File: src/rtl/neo_pixel_strand_receiver.sv
// WS2812-style strand receiver: times each high pulse to recover bits, packs
// 24-bit GRB words and detects the long-low frame latch.
module neo_pixel_strand_receiver #(
  parameter int T1_MIN_HIGH = 26,
  parameter int MAX_HIGH    = 50,
  parameter int RESET_LOW   = 2500,
  parameter int NUM_PIXELS  = 5
) (
  input  logic       clock,
  input  logic       reset,
  input  logic       neo_data,
  output logic       pixel_valid,
  output logic [2:0] pixel_index,
  output logic [7:0] green,
  output logic [7:0] red,
  output logic [7:0] blue,
  output logic       frame_done,
  output logic       frame_error,
  output logic [3:0] pixels_received
);
  localparam int HW = $clog2(MAX_HIGH + 2);
  localparam int LW = $clog2(RESET_LOW + 1);
  localparam int PW = $clog2(NUM_PIXELS + 1);
  localparam logic [HW-1:0] T1_C   = HW'(T1_MIN_HIGH);
  localparam logic [HW-1:0] HMAX_C = HW'(MAX_HIGH);
  localparam logic [LW-1:0] LMAX_C = LW'(RESET_LOW);
  localparam logic [PW-1:0] PMAX_C = PW'(NUM_PIXELS);

  typedef enum logic [1:0] {S_IDLE, S_HIGH, S_LOW, S_ERROR} state_t;

  state_t        state_q, state_d;
  logic          d_q, d_d;
  logic [HW-1:0] hcnt_q, hcnt_d;
  logic [LW-1:0] lcnt_q, lcnt_d;
  logic [4:0]    bitcnt_q, bitcnt_d;
  logic [PW-1:0] pixcnt_q, pixcnt_d;
  logic [23:0]   sr_q, sr_d;
  logic          pixel_valid_q, pixel_valid_d;
  logic [2:0]    pixel_index_q, pixel_index_d;
  logic [7:0]    green_q, green_d, red_q, red_d, blue_q, blue_d;
  logic          frame_done_q, frame_done_d;
  logic          frame_error_q, frame_error_d;
  logic [3:0]    pixels_received_q, pixels_received_d;

  logic [23:0]   sr_shift;
  logic [LW-1:0] lcnt_inc;
  assign sr_shift = {sr_q[22:0], (hcnt_q >= T1_C)};
  assign lcnt_inc = (&lcnt_q) ? lcnt_q : lcnt_q + LW'(1);

  always_comb begin
    state_d           = state_q;
    d_d               = neo_data;
    hcnt_d            = hcnt_q;
    lcnt_d            = lcnt_q;
    bitcnt_d          = bitcnt_q;
    pixcnt_d          = pixcnt_q;
    sr_d              = sr_q;
    pixel_valid_d     = 1'b0;
    pixel_index_d     = pixel_index_q;
    green_d           = green_q;
    red_d             = red_q;
    blue_d            = blue_q;
    frame_done_d      = 1'b0;
    frame_error_d     = 1'b0;
    pixels_received_d = pixels_received_q;
    case (state_q)
      S_IDLE: begin
        if (d_q) begin
          state_d = S_HIGH;
          hcnt_d  = HW'(1);
        end
      end
      S_HIGH: begin
        if (d_q) begin
          if (hcnt_q >= HMAX_C) begin
            state_d       = S_ERROR;
            frame_error_d = 1'b1;
            lcnt_d        = '0;
          end else begin
            hcnt_d = hcnt_q + HW'(1);
          end
        end else begin
          sr_d    = sr_shift;
          state_d = S_LOW;
          lcnt_d  = LW'(1);
          if (bitcnt_q == 5'd23) begin
            bitcnt_d = '0;
            if (pixcnt_q < PMAX_C) begin
              pixel_valid_d = 1'b1;
              pixel_index_d = 3'(pixcnt_q);
              green_d       = sr_shift[23:16];
              red_d         = sr_shift[15:8];
              blue_d        = sr_shift[7:0];
              pixcnt_d      = pixcnt_q + PW'(1);
            end else begin
              // one word too many for this strand: treat as a broken frame
              state_d       = S_ERROR;
              frame_error_d = 1'b1;
            end
          end else begin
            bitcnt_d = bitcnt_q + 5'd1;
          end
        end
      end
      S_LOW: begin
        if (d_q) begin
          state_d = S_HIGH;
          hcnt_d  = HW'(1);
        end else begin
          lcnt_d = lcnt_inc;
          if (lcnt_inc >= LMAX_C) begin
            frame_done_d      = 1'b1;
            frame_error_d     = (bitcnt_q != '0);
            pixels_received_d = 4'(pixcnt_q);
            pixcnt_d          = '0;
            bitcnt_d          = '0;
            sr_d              = '0;
            state_d           = S_IDLE;
          end
        end
      end
      S_ERROR: begin
        // wait out a full latch-length low before trusting the wire again
        if (d_q) begin
          lcnt_d = '0;
        end else begin
          lcnt_d = lcnt_inc;
          if (lcnt_inc >= LMAX_C) begin
            lcnt_d   = '0;
            hcnt_d   = '0;
            pixcnt_d = '0;
            bitcnt_d = '0;
            sr_d     = '0;
            state_d  = S_IDLE;
          end
        end
      end
      default: state_d = S_IDLE;
    endcase
  end

  always_ff @(posedge clock) begin
    if (!reset) begin
      state_q           <= S_IDLE;
      d_q               <= 1'b0;
      hcnt_q            <= '0;
      lcnt_q            <= '0;
      bitcnt_q          <= '0;
      pixcnt_q          <= '0;
      sr_q              <= '0;
      pixel_valid_q     <= 1'b0;
      pixel_index_q     <= '0;
      green_q           <= '0;
      red_q             <= '0;
      blue_q            <= '0;
      frame_done_q      <= 1'b0;
      frame_error_q     <= 1'b0;
      pixels_received_q <= '0;
    end else begin
      state_q           <= state_d;
      d_q               <= d_d;
      hcnt_q            <= hcnt_d;
      lcnt_q            <= lcnt_d;
      bitcnt_q          <= bitcnt_d;
      pixcnt_q          <= pixcnt_d;
      sr_q              <= sr_d;
      pixel_valid_q     <= pixel_valid_d;
      pixel_index_q     <= pixel_index_d;
      green_q           <= green_d;
      red_q             <= red_d;
      blue_q            <= blue_d;
      frame_done_q      <= frame_done_d;
      frame_error_q     <= frame_error_d;
      pixels_received_q <= pixels_received_d;
    end
  end

  assign pixel_valid     = pixel_valid_q;
  assign pixel_index     = pixel_index_q;
  assign green           = green_q;
  assign red             = red_q;
  assign blue            = blue_q;
  assign frame_done      = frame_done_q;
  assign frame_error     = frame_error_q;
  assign pixels_received = pixels_received_q;
endmodule
File: config.mk
export PLATFORM = sky130hd
export DESIGN_NAME = neo_pixel_strand_receiver
export DESIGN_NICKNAME = d
export VERILOG_FILES = /design/src/rtl/neo_pixel_strand_receiver.sv
export SDC_FILE = /design/constraint.sdc
export NUM_CORES = 1
export LEC_CHECK = 0
export ABC_AREA = 1
export CAP_MARGIN = 30
export CORE_MARGIN = 4
export CORE_UTILIZATION = 40
export DETAILED_ROUTE_END_ITERATION = 7
export PLACE_DENSITY = 0.62
export SLEW_MARGIN = 20
export SYNTH_ARGS = -nofsm -noshare
export SYNTH_HDL_FRONTEND = slang
export SYNTH_SLANG_ARGS = --single-unit
File: constraint.sdc
create_clock -name clock -period 5.07 [get_ports clock]
set_clock_uncertainty 0.05 [all_clocks]
set_input_delay 1.014 -clock clock [delete_from_list [all_inputs] [get_ports clock]]
set_output_delay 1.014 -clock clock [all_outputs]
set_load 0.005 [all_outputs]
**Word level (Yosys, flattened, before mapping)**

Cells that the tools add are included.

- Muxes and demuxes: 46
- Bitwise operators: 5
- Reduce and logical (&&, ||, !) cells: 16
- Equal/unequal tests: 17
- $lt $le $gt $ge: 4
- Add/sub/neg operators: 4

Operators by type and width:

| kind | count |
|---|---|
| 12-bit two-way mux | 6 |
| 23-bit two-way mux | 3 |
| 23-bit case mux with 2 select lines | 1 |
| 12-bit case mux with 3 select lines | 1 |
| 6-bit two-way mux | 5 |
| 5-bit two-way mux | 4 |
| 2-bit inequality test, second input constant | 10 |
| 6-bit case mux with 3 select lines | 1 |
| 3-bit two-way mux | 5 |
| 12-bit by 1-bit adder with 12-bit output, second input constant | 1 |
| 12-bit greater-or-equal comparator, second input constant | 1 |
| 2-bit two-way mux | 6 |
| 12-bit AND reduction | 1 |
| 1-bit two-way mux | 10 |
| 5-bit case mux with 2 select lines | 1 |
| 3-bit AND reduction | 3 |
| 2-bit case mux with 4 select lines | 1 |
| 4-bit AND reduction | 2 |
| 6-bit by 1-bit adder with 6-bit output, second input constant | 1 |
| 6-bit by 5-bit greater-or-equal comparator with 1-bit output, second input constant | 1 |
| 6-bit greater-or-equal comparator, second input constant | 1 |
| 3-bit case mux with 2 select lines | 1 |
| 6-bit AND reduction | 1 |
| 5-bit by 1-bit adder with 5-bit output, second input constant | 1 |
| other kinds (17) | 24 |

- Input port bits: 3
- Output and inout port bits: 34
- Word-level logic and storage cells: 107
- Register bits: 85

**Longest topological paths before layout**

Gate-level depths: netlist of run 1.

- Word-level depth: 6
- Gate-level depth with buffers: 16
- Gate-level depth less buffers: 16

**Worst setup path before layout of run 1**

Ideal clock, no wire load.

- Kind: register -> register
- Start: register state_q[0]
- End: register sr_q[12]
- Stages on the path, launching flop included: 9
- Clock period less this slack: 2.117 ns
- Path buffers: 1
- Data required time: 4.949 ns
- Setup slack: 2.953 ns
- Arrival time: 1.996 ns
- Cell sequence: dfxtp_1 -> inv_1 -> ha_1 -> nor2_1 -> clkinv_1 -> nor2_1 -> dlygate4sd1_1 -> nand2_1 -> a21oi_2

- Cells in the longest elaborated chain, start to end: 4
- Elaborated cells on any way between the ends: 10

Ends and longest elaborated chain:

| what | line | RTL |
|---|---|---|
| start, declared | 31 | `state_t state_q, state_d;` |
| start signal, assigned | 160 | `state_q <= state_d;` |
| 2-bit == test | 66 | `case (state_q)` |
| 2-bit OR reduction (no source line) | n/a |  |
| 2-bit by 1-bit inequality test with 1-bit output (no source line), or another cell as far along | n/a |  |
| 4-bit AND reduction (no source line) | n/a |  |
| end signal, assigned | 166 | `sr_q <= sr_d;` |
| end, declared | 37 | `logic [23:0] sr_q, sr_d;` |

Parallel ways exist; a longest one is shown, timed or not.
A chain may end at the register's enable or synchronous reset.

**Worst setup path in the final report of run 1**

- Start: input reset
- End: register sr_q[1]

RTL lines:

| what | line | RTL |
|---|---|---|
| start, declared | 10 | `input logic reset,` |

No word-level cell between the ends.

==> results of run 1 <==
[cells by family after synthesis]
kind of cell	count (synthesis)
XOR/XNOR	6
flip-flops	85
AND/OR/NAND/NOR	246
other	1
buffers and inverters	97
adder cells (fa/ha/maj)	10
AO/OA/AOI/OAI	134
[routing by layer]
metal,vias to the layer above,routed length (um),track usage (%)
met2,69,4320,25.6
met3,10,302,2.40
met1,1670,4120,18.4
met5,-,0,0
met4,0,124,5.42
li1,1917,-,-
[cell type report]
| type | instances | area [sq um] |
|---|---|---|
| multi-input combinational | 397 | 2100 |
| sequential | 85 | 1700 |
| inverter | 75 | 282 |
| timing repair buffer | 40 | 388 |
| fill | 1033 | 5490 |
| clock inverter | 6 | 71.3 |
| clock buffer | 9 | 124 |
| tap | 136 | 170 |
[state kept, by name (all words and copies together), names as in the netlist]
| register | flops |
|---|---|
| bitcnt_q | 5 |
| blue | 8 |
| d_q | 1 |
| frame_done | 1 |
| frame_error | 1 |
| green | 8 |
| hcnt_q | 6 |
| lcnt_q | 12 |
| pixcnt_q | 3 |
| pixel_index | 3 |
| pixel_valid | 1 |
| pixels_received | 3 |
| red | 8 |
| sr_q | 23 |
| state_q | 2 |
[layout by cell type, fill, tap and decap left out]
cell,n
buf_4,5
nand2_8,1
clkdlybuf4s50_1,35
ha_1,10
nor2_2,3
nand2_1,123
nor2_1,45
nand3b_1,1
nor2_4,2
bufinv_16,1
inv_6,2
nand3_2,2
clkbuf_8,9
a22oi_1,1
xnor2_1,3
clkinv_1,3
nor2_8,1
xor2_1,3
o21ai_0,45
nand3_4,2
clkinvlp_4,2
nand2_4,3
a21oi_1,63
nand3_1,29
a21oi_2,20
o21ai_1,2
clkinv_4,1
conb_1,1
inv_1,72
nor3_1,4
nand4_1,9
o2111ai_1,1
dfxtp_1,85
or2_2,1
nand2_2,20
o21a_1,1
a31oi_1,1
[critical path: cells and delay by family]
family / cells / cell delay [ps]
buf+inv: 4 / 1760
compound gates: 1 / 180
[power groups by stage]
| stage | clock (mW) | combinational, mW | sequential, mW |
|---|---|---|---|
| after floorplan | 0 | 0.533 | 0.735 |
| after global routing | 0.525 | 0.694 | 0.733 |
| after global placement | 0 | 0.606 | 0.743 |
| after CTS | 0.493 | 0.617 | 0.729 |
| final | 0.474 | 0.612 | 0.729 |
| after detailed placement | 0 | 0.614 | 0.744 |
[worst max-delay path by stage]
stage / from / depth (start not counted) / endpoint / slack (ps)
3_5_place_dp: reset / 5 / sr_q[1]$_SDFFE_PN0P_ / 1930
3_3_place_gp: reset / 5 / hcnt_q[1]$_SDFFE_PN0P_ / 1980
6_report: reset / 5 / sr_q[1]$_SDFFE_PN0P_ / 2290
2_1_floorplan: state_q[0]$_SDFFE_PN0P_ / 8 / sr_q[12]$_SDFFE_PN0P_ / 2950
5_1_grt: reset / 5 / sr_q[0]$_SDFFE_PN0P_ / 2130
4_1_cts: reset / 5 / sr_q[1]$_SDFFE_PN0P_ / 2290
==> reports/metrics.csv, run 1 <==
stage,metric,value,unit
status,outcome,completed,
floorplanning,Row Count,37,
timing,Setup TNS Final,0,ps
hold_path,Hold Path Sink,pixel_index[0]$_SDFFE_PN0P_,
timing,endpoints failing hold,0,
critical_path,CP max stage cell,clkinv_1,
place,final RePlAce weighted congestion,0.846,
drt,Remaining DRCs,0,
logic_synthesis,#FFs+latches synth,85,
power_and_ir_drop,Logic pwr share,33.7,%
hold_path,hold path cells,2,
drt,final wirelength,8.87,mm
place,dpl cells,733,
clocking,Clock Latency Late Sink,340,ps
critical_path,CP arrival,3000,ps
timing,slew at the pin with the worst max-slew slack,847,ps
timing,post-route minimum period,2780,ps
floorplanning,IO Pins,37,
logic_synthesis,Synth Area in Compound Gates,17.9,%
logic_synthesis,Async SR Flop Fraction,0,%
power_and_ir_drop,switching share of total power,39.6,%
critical_path,RR Startpoint,lcnt_q[1]$_SDFFE_PN0P_,
drt,DR vias,3666,
critical_path,Crit. End Element,register,
drt,First DRT Iteration DRCs,194,
critical_path,critical path class,in -> reg,
logic_synthesis,ys flop type,dfxtp_1,
power_and_ir_drop,P_sw,0.719,mW
logic_synthesis,Ys Warns,0,
clocking,Worst-path clk slew,80,ps
place,IO buf count,35,
finish,Area Overhead vs Synth,14.4,%
floorplanning,Die Y,111,um
place,dpl ws,1930,ps
logic_synthesis,top cell type by total area after synthesis,dfxtp_1,
hold_path,hold_sp,pixel_index[0]$_SDFFE_PN0P_,
clocking,hold buffers post-CTS,0,
timing,Setup WS post-layout,2290,ps
logic_synthesis,Mapped Cells,579,
critical_path,worst-path maximum fanout,42,
finish,fin cells,748,
timing,max-slew violations,0,
logic_synthesis,post-synthesis simple-gate area fraction,27.5,%
floorplanning,area of the die,12300,sq um
global_route,GRT Resource Usage Total,14.7,%
drt,Detail Route Antenna Nets,0,
hold_path,Worst Hold Class,reg -> reg,
clocking,number of setup buffers added after CTS,0,
logic_synthesis,Synth top area share,40.3,%
clocking,Root Driver,clkbuf_8,
global_route,first-pass GRT wire length,15.5,mm
timing,count of final setup violators,0,
power_and_ir_drop,Sequential Power Share,40.2,%
logic_synthesis,Synthesized Nets,592,
clocking,TritonCTS clock tree,built,
logic_synthesis,adder-cell share of the synthesized area,2.96,%
power_and_ir_drop,Max IR drop VDD,168,uV
logic_synthesis,sequential fraction of the synthesis area,40.3,%
logic_synthesis,Post-Synth XOR/XNOR Area,1.24,%
logic_synthesis,most frequent cell after synthesis,nand2_1,
critical_path,Crit path required time,5290,ps
clocking,H-tree depth,3,
critical_path,FF-to-FF path depth,13,
finish,Finished Cell Area,4830,sq um
timing,Slew headroom,43.1,%
global_route,number of global-route vias before repair,3465,
drt,1st-pass router iterations,5,
timing,RSZ-0062 raised after global routing,false,
clocking,TritonCTS Buffers,9,
finish,Antenna Cells,0,
clocking,post-CTS sizing,0,
logic_synthesis,ranking of synthesized cells by area,"dfxtp_1, nand2_1, a21oi_1",
finish,Layout Utilization,46.8,%
global_route,largest net degree at the start of global routing,56,
global_route,gr ovfl total,0,
power_and_ir_drop,Pwr Density,375,nW/um^2
timing,final hold slack,398,ps
critical_path,RR Endpoint,lcnt_q[10]$_SDFFE_PN0P_,
timing,period utilisation layout,54.9,%
critical_path,critical path's most frequent cell,buf_4,
finish,nets,621,
timing,f_max,359,MHz
floorplanning,CORE AREA,10300,sq um
flow_run,Max-Cap Viols,0,
logic_synthesis,number of library cell types mapped by synthesis,36,
critical_path,R2R setup slack,2500,ps
finish,layout cells sized above 1,12.3,%
critical_path,crit start category,input pin,
clocking,CTS Sinks,85,
floorplanning,Initial Util,40.9,%
power_and_ir_drop,"Power, Total",1.81,mW
global_route,initial antenna violation count,0,
place,Area after DPL,4640,sq um
drt,drt wl/cell,11.9,um
clocking,clock tree buffer depth,2,
logic_synthesis,main combinational cell family by area after synthesis,simple AND/OR/NAND/NOR gates,
logic_synthesis,Post-Syn Area,4230,sq um
logic_synthesis,mux cell area share after synthesis,0,%
critical_path,"critical path, cell by cell",clkdlybuf4s50_1 > buf_4 > clkinv_1 > buf_4 > a21oi_1,
logic_synthesis,mean cell area of the mapped netlist,7.30,sq um
drt,post-DR vias/cell,4.90,
logic_synthesis,Commonest cells post-synth,"nand2_1, dfxtp_1, inv_1",
place,HPWL after detailed placement,6.20,mm
floorplanning,Die Span X,111,um
power_and_ir_drop,Lkg Pwr,1.80,nW
power_and_ir_drop,Int Pwr,1.10,mW
power_and_ir_drop,Clk network pwr share,26.1,%
logic_synthesis,"EDFF count, synth",0,
critical_path,Slowest Stage Delay on Critical Path,530,ps
Power figures use the tool's default switching activity.
==> run 2: changes to the inputs <==
Settings changed: PLACE_DENSITY 0.62 to 0.64.
Clock period 5.07 ns to 2.4 ns, I/O delays scaled along.
==> reports/metrics.csv, run 2 (same netlist as run 1, synthesis figures left out) <==
stage,metric,value,unit,change
drt,Detail Route Antenna Nets,0,,unchanged
global_route,GRT met3 Usage,2.62,%,+0.22 points
finish,layout cells sized above 1,16.1,%,+3.8 points
finish,Layout Utilization,49.0,%,+2.2 points
finish,Antenna Cells,0,,unchanged
clocking,CTS Sinks,85,,unchanged
timing,count of final setup violators,0,,unchanged
critical_path,crit start category,register,,
drt,1st-pass router iterations,5,,unchanged
place,IO buf count,35,,unchanged
critical_path,CP max stage cell,dfxtp_1,,
timing,final hold slack,397,ps,-1.05 ps
status,outcome,completed,,
drt,DR vias,3825,,+4.3%
power_and_ir_drop,Max IR drop VDD,371,uV,+120%
finish,"commonest non-fill, non-tap cells in the layout","nand2_1, dfxtp_1, inv_1",,
floorplanning,Initial Util,40.9,%,unchanged
drt,final wirelength,9.41,mm,+6.1%
hold_path,hold_sp,pixel_index[1]$_SDFFE_PN0P_,,
timing,endpoints failing hold,0,,unchanged
timing,Setup WS post-layout,121,ps,-2170 ps
critical_path,Slowest Stage Delay on Critical Path,340,ps,-190 ps
place,final RePlAce weighted congestion,0.922,,+9.0%
timing,period utilisation layout,95.0,%,
finish,nets,637,,+2.6%
global_route,number of global-route vias before repair,3535,,+2.0%
critical_path,Crit. End Element,register,,
finish,biggest regs,"sr_q: 23 flops, lcnt_q: 12 flops",,
place,Area after DPL,4760,sq um,+2.5%
global_route,Global Route met1 Usage,19.1,%,+0.72 points
finish,Largest Register,sr_q,,
timing,Setup TNS Final,0,ps,unchanged
global_route,met2 track demand over resource,24.9,%,-0.69 points
clocking,hold buffers post-CTS,0,,unchanged
timing,Slew headroom,59.2,%,+16 points
critical_path,worst path buffer plus inverter count,1,,-3
global_route,largest net degree at the start of global routing,56,,unchanged
critical_path,worst-path maximum fanout,7,,-83%
finish,Finished Cell Area,5060,sq um,+4.6%
critical_path,critical path class,reg -> reg,,
drt,drt wl/cell,12.3,um,+3.8%
power_and_ir_drop,Lkg Pwr,1.91,nW,+5.7%
timing,slew at the pin with the worst max-slew slack,611,ps,-237 ps
global_route,GRT Resource Usage Total,14.9,%,+0.16 points
clocking,Clock Latency Late Sink,350,ps,about the same
critical_path,RR Startpoint,lcnt_q[1]$_SDFFE_PN0P_,,
global_route,initial antenna violation count,0,,unchanged
place,dpl cells,742,,+1.2%
global_route,GRT busiest layer,met2,,
finish,max reg flops,23,,unchanged
critical_path,Critical Path Source,lcnt_q[1]$_SDFFE_PN0P_,,
timing,f_max,439,MHz,
floorplanning,Die Y,111,um,unchanged
drt,First DRT Iteration DRCs,204,,+5.2%
floorplanning,area of the die,12300,sq um,unchanged
hold_path,Worst Hold Class,reg -> reg,,
clocking,TritonCTS clock tree,built,,
timing,max-slew violations,0,,unchanged
critical_path,"critical path, cell by cell",ha_2 > nand2_1 > nor2_4 > nand3_2 > nand2_1 > nor2_1 > nand2_1 > nor2_2 > nand2_2 > buf_4 > nand3_2 > nand2_8 > nand2_1 > a21oi_1,,
finish,Area Overhead vs Synth,19.7,%,
critical_path,CP arrival,2520,ps,-480 ps
finish,fin cells,765,,+2.3%
clocking,H-tree depth,3,,unchanged
timing,post-route minimum period,2280,ps,
clocking,Root Driver,clkbuf_8,,
critical_path,cell family with most CP delay,simple AND/OR/NAND/NOR gates,,
global_route,first-pass GRT wire length,15.6,mm,+0.94%
finish,"most common cell after layout, fill and taps aside",nand2_1,,
place,HPWL after detailed placement,6.35,mm,+2.4%
clocking,Worst-path clk slew,90,ps,about the same
global_route,gr ovfl total,0,,unchanged
critical_path,critical path's most frequent cell,nand2_1,,
floorplanning,Die Span X,111,um,unchanged
power_and_ir_drop,Pwr Density,819,nW/um^2,+120%
clocking,clock tree buffer depth,2,,unchanged
drt,Remaining DRCs,0,,unchanged
floorplanning,IO Pins,37,,unchanged
clocking,TritonCTS Buffers,9,,unchanged
flow_run,Max-Cap Viols,0,,unchanged
drt,post-DR vias/cell,5.00,,+2.0%
floorplanning,CORE AREA,10300,sq um,unchanged
critical_path,Crit path required time,2640,ps,-2650 ps
place,dpl ws,71.8,ps,-1850 ps
floorplanning,Row Count,37,,unchanged
power_and_ir_drop,"Power, Total",4.14,mW,+130%
[run 2: cell types whose count changed in the layout (fill, tap and decap cells not counted), moves of 2 or more]
cell	previous run	this run
buf_4	5	13
buf_12	0	4
nand3_2	2	6
inv_1	72	70
inv_2	0	2
nand3_1	29	27
nor2_1	45	43
nor2_2	3	5
[run 2: final cells by class]
class                   instances  area (sq um)
fillers                      1023          5270
repair buffers                 52           528
clock inverters                 7          81.3
flip-flops and latches         85          1700
multi-input cells             401          2170
clock buffers                   9           124
well taps                     136           170
inverters                      75           285
[run 2: what timing repair did]
action | 4_1_cts | 5_1_grt
gates resized for setup | 0 | 11
setup endpoints to repair | 0 | 46
setup buffers | 0 | 3
[run 2: worst paths after layout]
check / end / slack (ps) / depth (start not counted)
max: sr_q[22]$_SDFFE_PN0P_ / 120 / 14
min reg2reg: pixel_index[1]$_SDFFE_PN0P_ / 400 / 2
min: pixel_index[1]$_SDFFE_PN0P_ / 400 / 2
max reg2reg: sr_q[22]$_SDFFE_PN0P_ / 120 / 14
[run 2: metal layers]
layer,vias to the layer above,share of wire (%)
li1,1954,-
met1,1784,47
met2,70,48
met3,17,3.4
met4,0,2.0
met5,-,0
[run 2: worst register-to-register path, cell delays in order (launching register included)]
cell     delay, ps
dfxtp_1        340
ha_2           200
nand2_1        120
nor2_4         210
nand3_2        180
nand2_1        130
nor2_1          60
nand2_1         80
nor2_2          40
nand2_2        140
buf_4          140
nand3_2        170
nand2_8        170
nand2_1         60
a21oi_1        120
[run 2: report_power, final]
part / internal (mW) / leakage, nW / total [mW] / switching (mW)
logic: 0.506 / 1.11 / 1.55 / 1.05
registers: 1.47 / 0.687 / 1.54 / 0.0683
clock network: 0.498 / 0.106 / 1.05 / 0.551
total: 2.48 / 1.91 / 4.14 / 1.67
==> run 3: changes to the inputs <==
--- a/config.mk
+++ b/config.mk
@@ -7,4 +7,5 @@
 export LEC_CHECK = 0
 export ABC_AREA = 1
+export ABC_CLOCK_PERIOD_IN_PS = 2400
 export CAP_MARGIN = 30
 export CORE_MARGIN = 4
--- a/constraint.sdc
+++ b/constraint.sdc
@@ -3,3 +3,3 @@
 set_input_delay 0.48 -clock clock [delete_from_list [all_inputs] [get_ports clock]]
 set_output_delay 0.48 -clock clock [all_outputs]
-set_load 0.005 [all_outputs]
+set_load 0.02 [all_outputs]
==> results of run 3 <==
The final DEF is identical to that of run 2. Status: completed.
